File: config.mk
export PLATFORM = sky130hd
export DESIGN_NAME = tca9539_port_ctrl_flat
export DESIGN_NICKNAME = d
export VERILOG_FILES = /design/src/rtl/tca9539_pkg.sv /design/src/rtl/tca9539_port_ctrl_if.sv /design/src/rtl/tca9539_bit_filter.sv /design/src/rtl/tca9539_port_ctrl.sv /design/src/flat_wrapper.sv
export SDC_FILE = /design/constraint.sdc
export NUM_CORES = 1
export LEC_CHECK = 0
export ABC_AREA = 1
export CAP_MARGIN = 0
export CORE_MARGIN = 10
export CORE_UTILIZATION = 49
export DETAILED_ROUTE_END_ITERATION = 6
export GPL_ROUTABILITY_DRIVEN = 0
export PLACE_DENSITY_LB_ADDON = 0.05
export SLEW_MARGIN = 10
export SYNTH_ARGS = -nofsm -noshare
export SYNTH_HDL_FRONTEND = slang
export SYNTH_SLANG_ARGS = --single-unit
File: constraint.sdc
create_clock -name clk -period 3.55 [get_ports clk]
set_clock_uncertainty 0.05 [all_clocks]
set_input_delay 0.355 -clock clk [delete_from_list [all_inputs] [get_ports clk]]
set_output_delay 0.355 -clock clk [all_outputs]
set_load 0.005 [all_outputs]
File: src/rtl/tca9539_pkg.sv
// Shared register map, reset values and controller state encoding for the TCA9539 port block.
package tca9539_pkg;

    localparam logic [7:0] ADDR_INPUT_0    = 8'h00;
    localparam logic [7:0] ADDR_INPUT_1    = 8'h01;
    localparam logic [7:0] ADDR_OUTPUT_0   = 8'h02;
    localparam logic [7:0] ADDR_OUTPUT_1   = 8'h03;
    localparam logic [7:0] ADDR_POLARITY_0 = 8'h04;
    localparam logic [7:0] ADDR_POLARITY_1 = 8'h05;
    localparam logic [7:0] ADDR_CONFIG_0   = 8'h06;
    localparam logic [7:0] ADDR_CONFIG_1   = 8'h07;

    localparam logic [7:0]  RST_BYTE    = 8'h00;
    localparam logic [15:0] RST_PIN_OUT = 16'hFFFF;
    localparam logic [15:0] RST_PIN_OE  = 16'h0000;

    // two synchroniser flops plus the input_port register
    localparam int SYNC_DEPTH = 3;

    typedef enum logic [1:0] {
        ST_FILL  = 2'd0,
        ST_PRIME = 2'd1,
        ST_RUN   = 2'd2
    } state_t;

    function automatic int fill_len(input int filter_cycles, input bit filter_en);
        return SYNC_DEPTH + (filter_en ? filter_cycles : 0);
    endfunction

endpackage

File: src/rtl/tca9539_port_ctrl_if.sv
// Register-file side of the port controller: configuration bytes in, read strobe, conditioned inputs out.
interface tca9539_port_ctrl_if;
    logic [7:0] output_port_0;
    logic [7:0] output_port_1;
    logic [7:0] polarity_0;
    logic [7:0] polarity_1;
    logic [7:0] config_0;
    logic [7:0] config_1;
    logic       rd_strobe;
    logic [7:0] rd_addr;
    logic [7:0] input_port_0;
    logic [7:0] input_port_1;

    modport master (
        output output_port_0, output_port_1, polarity_0, polarity_1, config_0, config_1,
        output rd_strobe, rd_addr,
        input  input_port_0, input_port_1
    );

    modport slave (
        input  output_port_0, output_port_1, polarity_0, polarity_1, config_0, config_1,
        input  rd_strobe, rd_addr,
        output input_port_0, input_port_1
    );
endinterface

File: src/rtl/tca9539_bit_filter.sv
// Per-bit debounce: the accepted level follows the synchronised level only after it has
// differed for FILTER_CYCLES consecutive cycles; any reversion restarts the count.
module tca9539_bit_filter #(
    parameter int FILTER_CYCLES = 4
) (
    input  logic clk,
    input  logic rst,
    input  logic i_sync,
    output logic o_accepted
);

    localparam logic [7:0] CNT_TC = 8'(FILTER_CYCLES - 1);

    logic [7:0] r_cnt;
    logic       r_acc;

    always_ff @(posedge clk) begin
        if (rst) begin
            r_cnt <= 8'd0;
            r_acc <= 1'b0;
        end else if (i_sync != r_acc) begin
            if (r_cnt == CNT_TC) begin
                r_acc <= i_sync;
                r_cnt <= 8'd0;
            end else begin
                r_cnt <= r_cnt + 8'd1;
            end
        end else begin
            r_cnt <= 8'd0;
        end
    end

    assign o_accepted = r_acc;

endmodule

File: src/rtl/tca9539_port_ctrl.sv
// TCA9539 pin-side controller: input conditioning, snapshot-based interrupt, output drive.
// Optional input debounce enabled by defining TCA9539_INPUT_FILTER_EN.
//
// state | meaning
// FILL  | waiting for the input pipeline to hold real pin data
// PRIME | load both snapshots from input_port, interrupt held off
// RUN   | snapshot compare drives int_n, reads reload snapshots
module tca9539_port_ctrl
    import tca9539_pkg::*;
#(
    parameter int FILTER_CYCLES = 4
) (
    input  logic                clk,
    input  logic                rst,
    input  logic [15:0]         pin_in,
    tca9539_port_ctrl_if.slave  regs,
    output logic [15:0]         pin_out,
    output logic [15:0]         pin_oe,
    output logic                int_n
);

`ifdef TCA9539_INPUT_FILTER_EN
    localparam bit FILTER_EN = 1'b1;
`else
    localparam bit FILTER_EN = 1'b0;
`endif

    localparam int         FILL_LEN  = fill_len(FILTER_CYCLES, FILTER_EN);
    localparam logic [8:0] FILL_LOAD = 9'(FILL_LEN - 1);

    state_t      r_state;
    state_t      w_state_nxt;
    logic [8:0]  r_fill_cnt;
    logic        w_fill_done;
    logic        w_prime;
    logic        w_run;

    logic [15:0] r_sync1;
    logic [15:0] r_sync2;
    logic [15:0] w_accepted;
    logic [7:0]  r_input_0;
    logic [7:0]  r_input_1;
    logic [7:0]  r_snap_0;
    logic [7:0]  r_snap_1;
    logic        w_mismatch_0;
    logic        w_mismatch_1;
    logic        r_int_n;
    logic [15:0] r_pin_out;
    logic [15:0] r_pin_oe;

    assign w_fill_done = (r_fill_cnt == 9'd0);

    always_ff @(posedge clk) begin
        if (rst) begin
            r_state    <= ST_FILL;
            r_fill_cnt <= FILL_LOAD;
        end else begin
            r_state <= w_state_nxt;
            if (r_state == ST_FILL && !w_fill_done)
                r_fill_cnt <= r_fill_cnt - 9'd1;
        end
    end

    always_comb begin
        w_state_nxt = r_state;
        w_prime     = 1'b0;
        w_run       = 1'b0;
        unique case (r_state)
            ST_FILL:  if (w_fill_done) w_state_nxt = ST_PRIME;
            ST_PRIME: begin
                w_prime     = 1'b1;
                w_state_nxt = ST_RUN;
            end
            ST_RUN:   w_run = 1'b1;
            default:  w_state_nxt = ST_FILL;
        endcase
    end

    always_ff @(posedge clk) begin
        if (rst) begin
            r_sync1 <= 16'h0000;
            r_sync2 <= 16'h0000;
        end else begin
            r_sync1 <= pin_in;
            r_sync2 <= r_sync1;
        end
    end

`ifdef TCA9539_INPUT_FILTER_EN
    for (genvar gi = 0; gi < 16; gi++) begin : g_filt
        tca9539_bit_filter #(.FILTER_CYCLES(FILTER_CYCLES)) u_filt (
            .clk        (clk),
            .rst        (rst),
            .i_sync     (r_sync2[gi]),
            .o_accepted (w_accepted[gi])
        );
    end
`else
    assign w_accepted = r_sync2;
`endif

    assign w_mismatch_0 = |((r_input_0 ^ r_snap_0) & regs.config_0);
    assign w_mismatch_1 = |((r_input_1 ^ r_snap_1) & regs.config_1);

    // A read captures the input_port value the host just saw, so any later change re-flags.
    always_ff @(posedge clk) begin
        if (rst) begin
            r_input_0 <= RST_BYTE;
            r_input_1 <= RST_BYTE;
            r_snap_0  <= RST_BYTE;
            r_snap_1  <= RST_BYTE;
            r_int_n   <= 1'b1;
        end else begin
            r_input_0 <= w_accepted[7:0]  ^ regs.polarity_0;
            r_input_1 <= w_accepted[15:8] ^ regs.polarity_1;
            if (w_prime) begin
                r_snap_0 <= r_input_0;
                r_snap_1 <= r_input_1;
            end else if (w_run && regs.rd_strobe) begin
                if (regs.rd_addr == ADDR_INPUT_0) r_snap_0 <= r_input_0;
                if (regs.rd_addr == ADDR_INPUT_1) r_snap_1 <= r_input_1;
            end
            r_int_n <= w_run ? ~(w_mismatch_0 | w_mismatch_1) : 1'b1;
        end
    end

    always_ff @(posedge clk) begin
        if (rst) begin
            r_pin_out <= RST_PIN_OUT;
            r_pin_oe  <= RST_PIN_OE;
        end else begin
            r_pin_out <= {regs.output_port_1, regs.output_port_0};
            r_pin_oe  <= ~{regs.config_1, regs.config_0};
        end
    end

    assign regs.input_port_0 = r_input_0;
    assign regs.input_port_1 = r_input_1;
    assign pin_out           = r_pin_out;
    assign pin_oe            = r_pin_oe;
    assign int_n             = r_int_n;

endmodule

File: src/flat_wrapper.sv
// flat-port wrapper written by rule: the top's interface ports become plain ports
module tca9539_port_ctrl_flat import tca9539_pkg::*;
#(
    parameter int FILTER_CYCLES = 4
)
  (clk, rst, pin_in, pin_out, pin_oe, int_n, regs_output_port_0, regs_output_port_1, regs_polarity_0, regs_polarity_1, regs_config_0, regs_config_1, regs_rd_strobe, regs_rd_addr, regs_input_port_0, regs_input_port_1);
  tca9539_port_ctrl_if regs_i ();
  input  logic clk;
  input  logic rst;
  input  logic [15:0] pin_in;
  output logic [15:0] pin_out;
  output logic [15:0] pin_oe;
  output logic int_n;
  input wire logic [$bits(regs_i.output_port_0)-1:0] regs_output_port_0;
  input wire logic [$bits(regs_i.output_port_1)-1:0] regs_output_port_1;
  input wire logic [$bits(regs_i.polarity_0)-1:0] regs_polarity_0;
  input wire logic [$bits(regs_i.polarity_1)-1:0] regs_polarity_1;
  input wire logic [$bits(regs_i.config_0)-1:0] regs_config_0;
  input wire logic [$bits(regs_i.config_1)-1:0] regs_config_1;
  input wire logic [$bits(regs_i.rd_strobe)-1:0] regs_rd_strobe;
  input wire logic [$bits(regs_i.rd_addr)-1:0] regs_rd_addr;
  output wire logic [$bits(regs_i.input_port_0)-1:0] regs_input_port_0;
  output wire logic [$bits(regs_i.input_port_1)-1:0] regs_input_port_1;
  assign regs_i.output_port_0 = regs_output_port_0;
  assign regs_i.output_port_1 = regs_output_port_1;
  assign regs_i.polarity_0 = regs_polarity_0;
  assign regs_i.polarity_1 = regs_polarity_1;
  assign regs_i.config_0 = regs_config_0;
  assign regs_i.config_1 = regs_config_1;
  assign regs_i.rd_strobe = regs_rd_strobe;
  assign regs_i.rd_addr = regs_rd_addr;
  assign regs_input_port_0 = regs_i.input_port_0;
  assign regs_input_port_1 = regs_i.input_port_1;
  tca9539_port_ctrl #(.FILTER_CYCLES(FILTER_CYCLES)) u_core (.clk(clk), .rst(rst), .pin_in(pin_in), .regs(regs_i), .pin_out(pin_out), .pin_oe(pin_oe), .int_n(int_n));
endmodule
==> results.tsv <==
metric	value	unit
Post-synth top flop	dfxtp_1	
cts repair resizes	0	
Synth Instances	475	
Fmax	0.574	GHz
Final Util	0.694	
Power Density	523	mW/mm^2
switching power	0.856	mW
Setup TNS	0	ns
top-count cell post-synth	dfxtp_1	
crit path kind	flip-flop to output port	
Synth top cells by count	dfxtp_1, nor2_1, nand2_1	
nets	671	
critical path peak fanout	4	
clock sinks	108	
internal power	1.93	mW
syn_nets	551	
num ports	124	
Post-Route WL	8.66	mm
Post-synth EDFFs	0	
DR WL/cell	12.3	um
CTS tree	built	
Cell Area, Placed	0.00515	mm^2
Syn. warnings	0	
start point of the worst hold path	u_core.r_sync1[5]	
Synth area leader	dfxtp_1	
Die Wd	109	um
Mapped Area	0.00387	mm^2
Worst Setup End Kind	output port	
P_leak	2.22	nW
crit-path max cell delay	0.56	ns
gr usage total	0.148	
Worst path slowest cell	clkdlybuf4s50_1	
DRT iter0 DRCs	156	
max cap viols	0	
DP HPWL	6.54	mm
kind of cell adding the most delay to the critical path	buffers and inverters	
FP Rows	32	
Final Setup Violations	0	
crit path DAT	1.34	ns
design area	0.00533	mm^2
FF+latch count, synth	108	
CORE AREA	0.00769	mm^2
Synth top area share	0.559	
first-pass GRT wire length	14.1	mm
Initial Util	0.503	
critical path, cell by cell	clkdlybuf4s50_1	
Slew Viols, Final	0	
switch share	0.307	
number of global-route vias before repair	3021	
Port Buffer Count	123	
Critical R2R Launch	u_core.r_state[1]	
asr flop ratio synth	0	
Hold Buf Count CTS	0	
layout cells sized above 1	0.0750	
initial antenna violation count	0	
global route overflow	0	
CP startpoint	u_core.regs.input_port_1[0]	
CTS root buf	clkbuf_8	
RSZ-0062 raised after global routing	no	
Layout area overhead	37.8	%
Reg power frac	0.503	
worst vdd ir	0.000313	V
Syn Area/Cell	8.14	um^2
Clock Latency Late Sink	0.37	ns
postcts setup bufs	0	
DRT Pass-1 Iters	4	
maximum root-to-sink buffer count	2	
CP bufs+invs	1	
Via Count	3145	
type of the worst min-delay path	flip-flop to flip-flop	
Cell variety after synth	23	
largest net degree at the start of global routing	109	
Worst Path Required	3.14	ns
Die Area	0.0118	mm^2
Worst-path clk slew	0.10	ns
Hold Fails Final Rpt	0	
min cycle time layout	1.74	ns
H-tree depth	3	
Worst-Margin Slew	1.01	ns
relative slew slack	0.324	
Num CTS Buffers	9	
ANT cells	0	
period utilization	0.491	
run status	finished clean	
chip height	109	um
routed vias/inst	4.48	
startpoint types	flip-flop	
sequential-to-total area share from yosys stat	0.559	
top post-synthesis cells by area	dfxtp_1, nor2_1, nand2_1	
combinational power share	0.253	
Clock Power Share	0.244	
DR DRC count	0	
Final ANT Viol Nets	0	
[logic make-up (layout without fill, tap and decap cells)]
family	after synthesis	in the layout	share of synthesized area
buf+inv	74	199	0.0766
flops	108	108	0.559
xor+xnor	17	17	0.0385
fa+ha+maj	1	1	0.00323
compound gates	27	27	0.0385
simple gates	248	248	0.284
[worst reg2reg max path: cells and delay by family, from the launching register on]
family / cells / cell delay [ns]
AND/OR/NAND/NOR: 3 / 0.88
AO/OA/AOI/OAI: 1 / 0.06
flip-flops: 1 / 0.42
[area by class of cell]
type | instances | area (um^2)
multi-input cells | 293 | 1410
repair buffers | 123 | 1230
fillers | 645 | 2350
flip-flops and latches | 108 | 2160
clock buffers | 12 | 145
inverters | 60 | 225
well taps | 102 | 128
clock inverters | 4 | 33.8
[power groups by stage]
| stage | clock (mW) | sequential [mW] | combinational (mW) |
|---|---|---|---|
| final | 0.681 | 1.40 | 0.705 |
| after global routing | 0.754 | 1.42 | 0.803 |
| after CTS | 0.699 | 1.40 | 0.711 |
| after detailed placement | 0 | 1.43 | 0.709 |
| after global placement | 0 | 1.43 | 0.694 |
| after floorplan | 0 | 1.42 | 0.481 |
[stage by stage]
stage	setup slack (ns)	power, mW	std cells	hold WS, ns
after floorplan	2.21	1.90	475	0.338
after global placement	1.75	2.12	686	0.339
after detailed placement	1.69	2.14	686	0.342
after CTS	1.79	2.81	702	0.351
after global routing	1.75	2.98	702	0.364
final	1.81	2.79	702	0.350
[worst paths after layout]
kind	end	slack [ns]	depth (start not counted)
worst min-delay path	u_core.r_sync2[5]	0.35	2
worst max-delay path	regs_input_port_1[0]	1.81	1
worst max register to register	u_core.r_snap_0[5]	1.97	4
worst min register to register	u_core.r_sync2[5]	0.35	2
[flip-flops by register name (all words and copies together), names as in the netlist]
signal	cells
u_core.pin_out	16
u_core.pin_oe	16
u_core.r_fill_cnt	9
u_core.r_snap_1	8
u_core.regs.input_port_0	8
u_core.r_state	2
u_core.r_sync2	16
u_core.regs.input_port_1	8
u_core.int_n	1
u_core.r_snap_0	8
u_core.r_sync1	16
[routing by layer]
layer,routed length (um),part of all wire,track usage,up-vias
met5,0,0,0,-
met4,90,0.010,0.0471,0
met3,709,0.082,0.0555,9
met2,4000,0.46,0.241,98
met1,3860,0.45,0.177,1368
li1,-,-,-,1670
[layout by cell type, fill, tap and decap left out, types with 2 or more instances in the layout]
cell type	synthesis	final
clkdlybuf4s50_1	0	122
a21oi_1	23	23
inv_1	60	60
nand2_2	3	3
nand2_1	84	84
nand3_1	32	32
or2_2	17	17
clkbuf_8	0	10
a21oi_2	3	3
dfxtp_1	108	108
nor2_1	98	98
xnor2_1	16	16
nand4_1	3	3
clkinv_4	0	2
clkbuf_1	9	2
or2_1	2	2
nor2_4	3	3
nand2_4	3	3
Note: power is estimated with default switching activity, not from simulation.
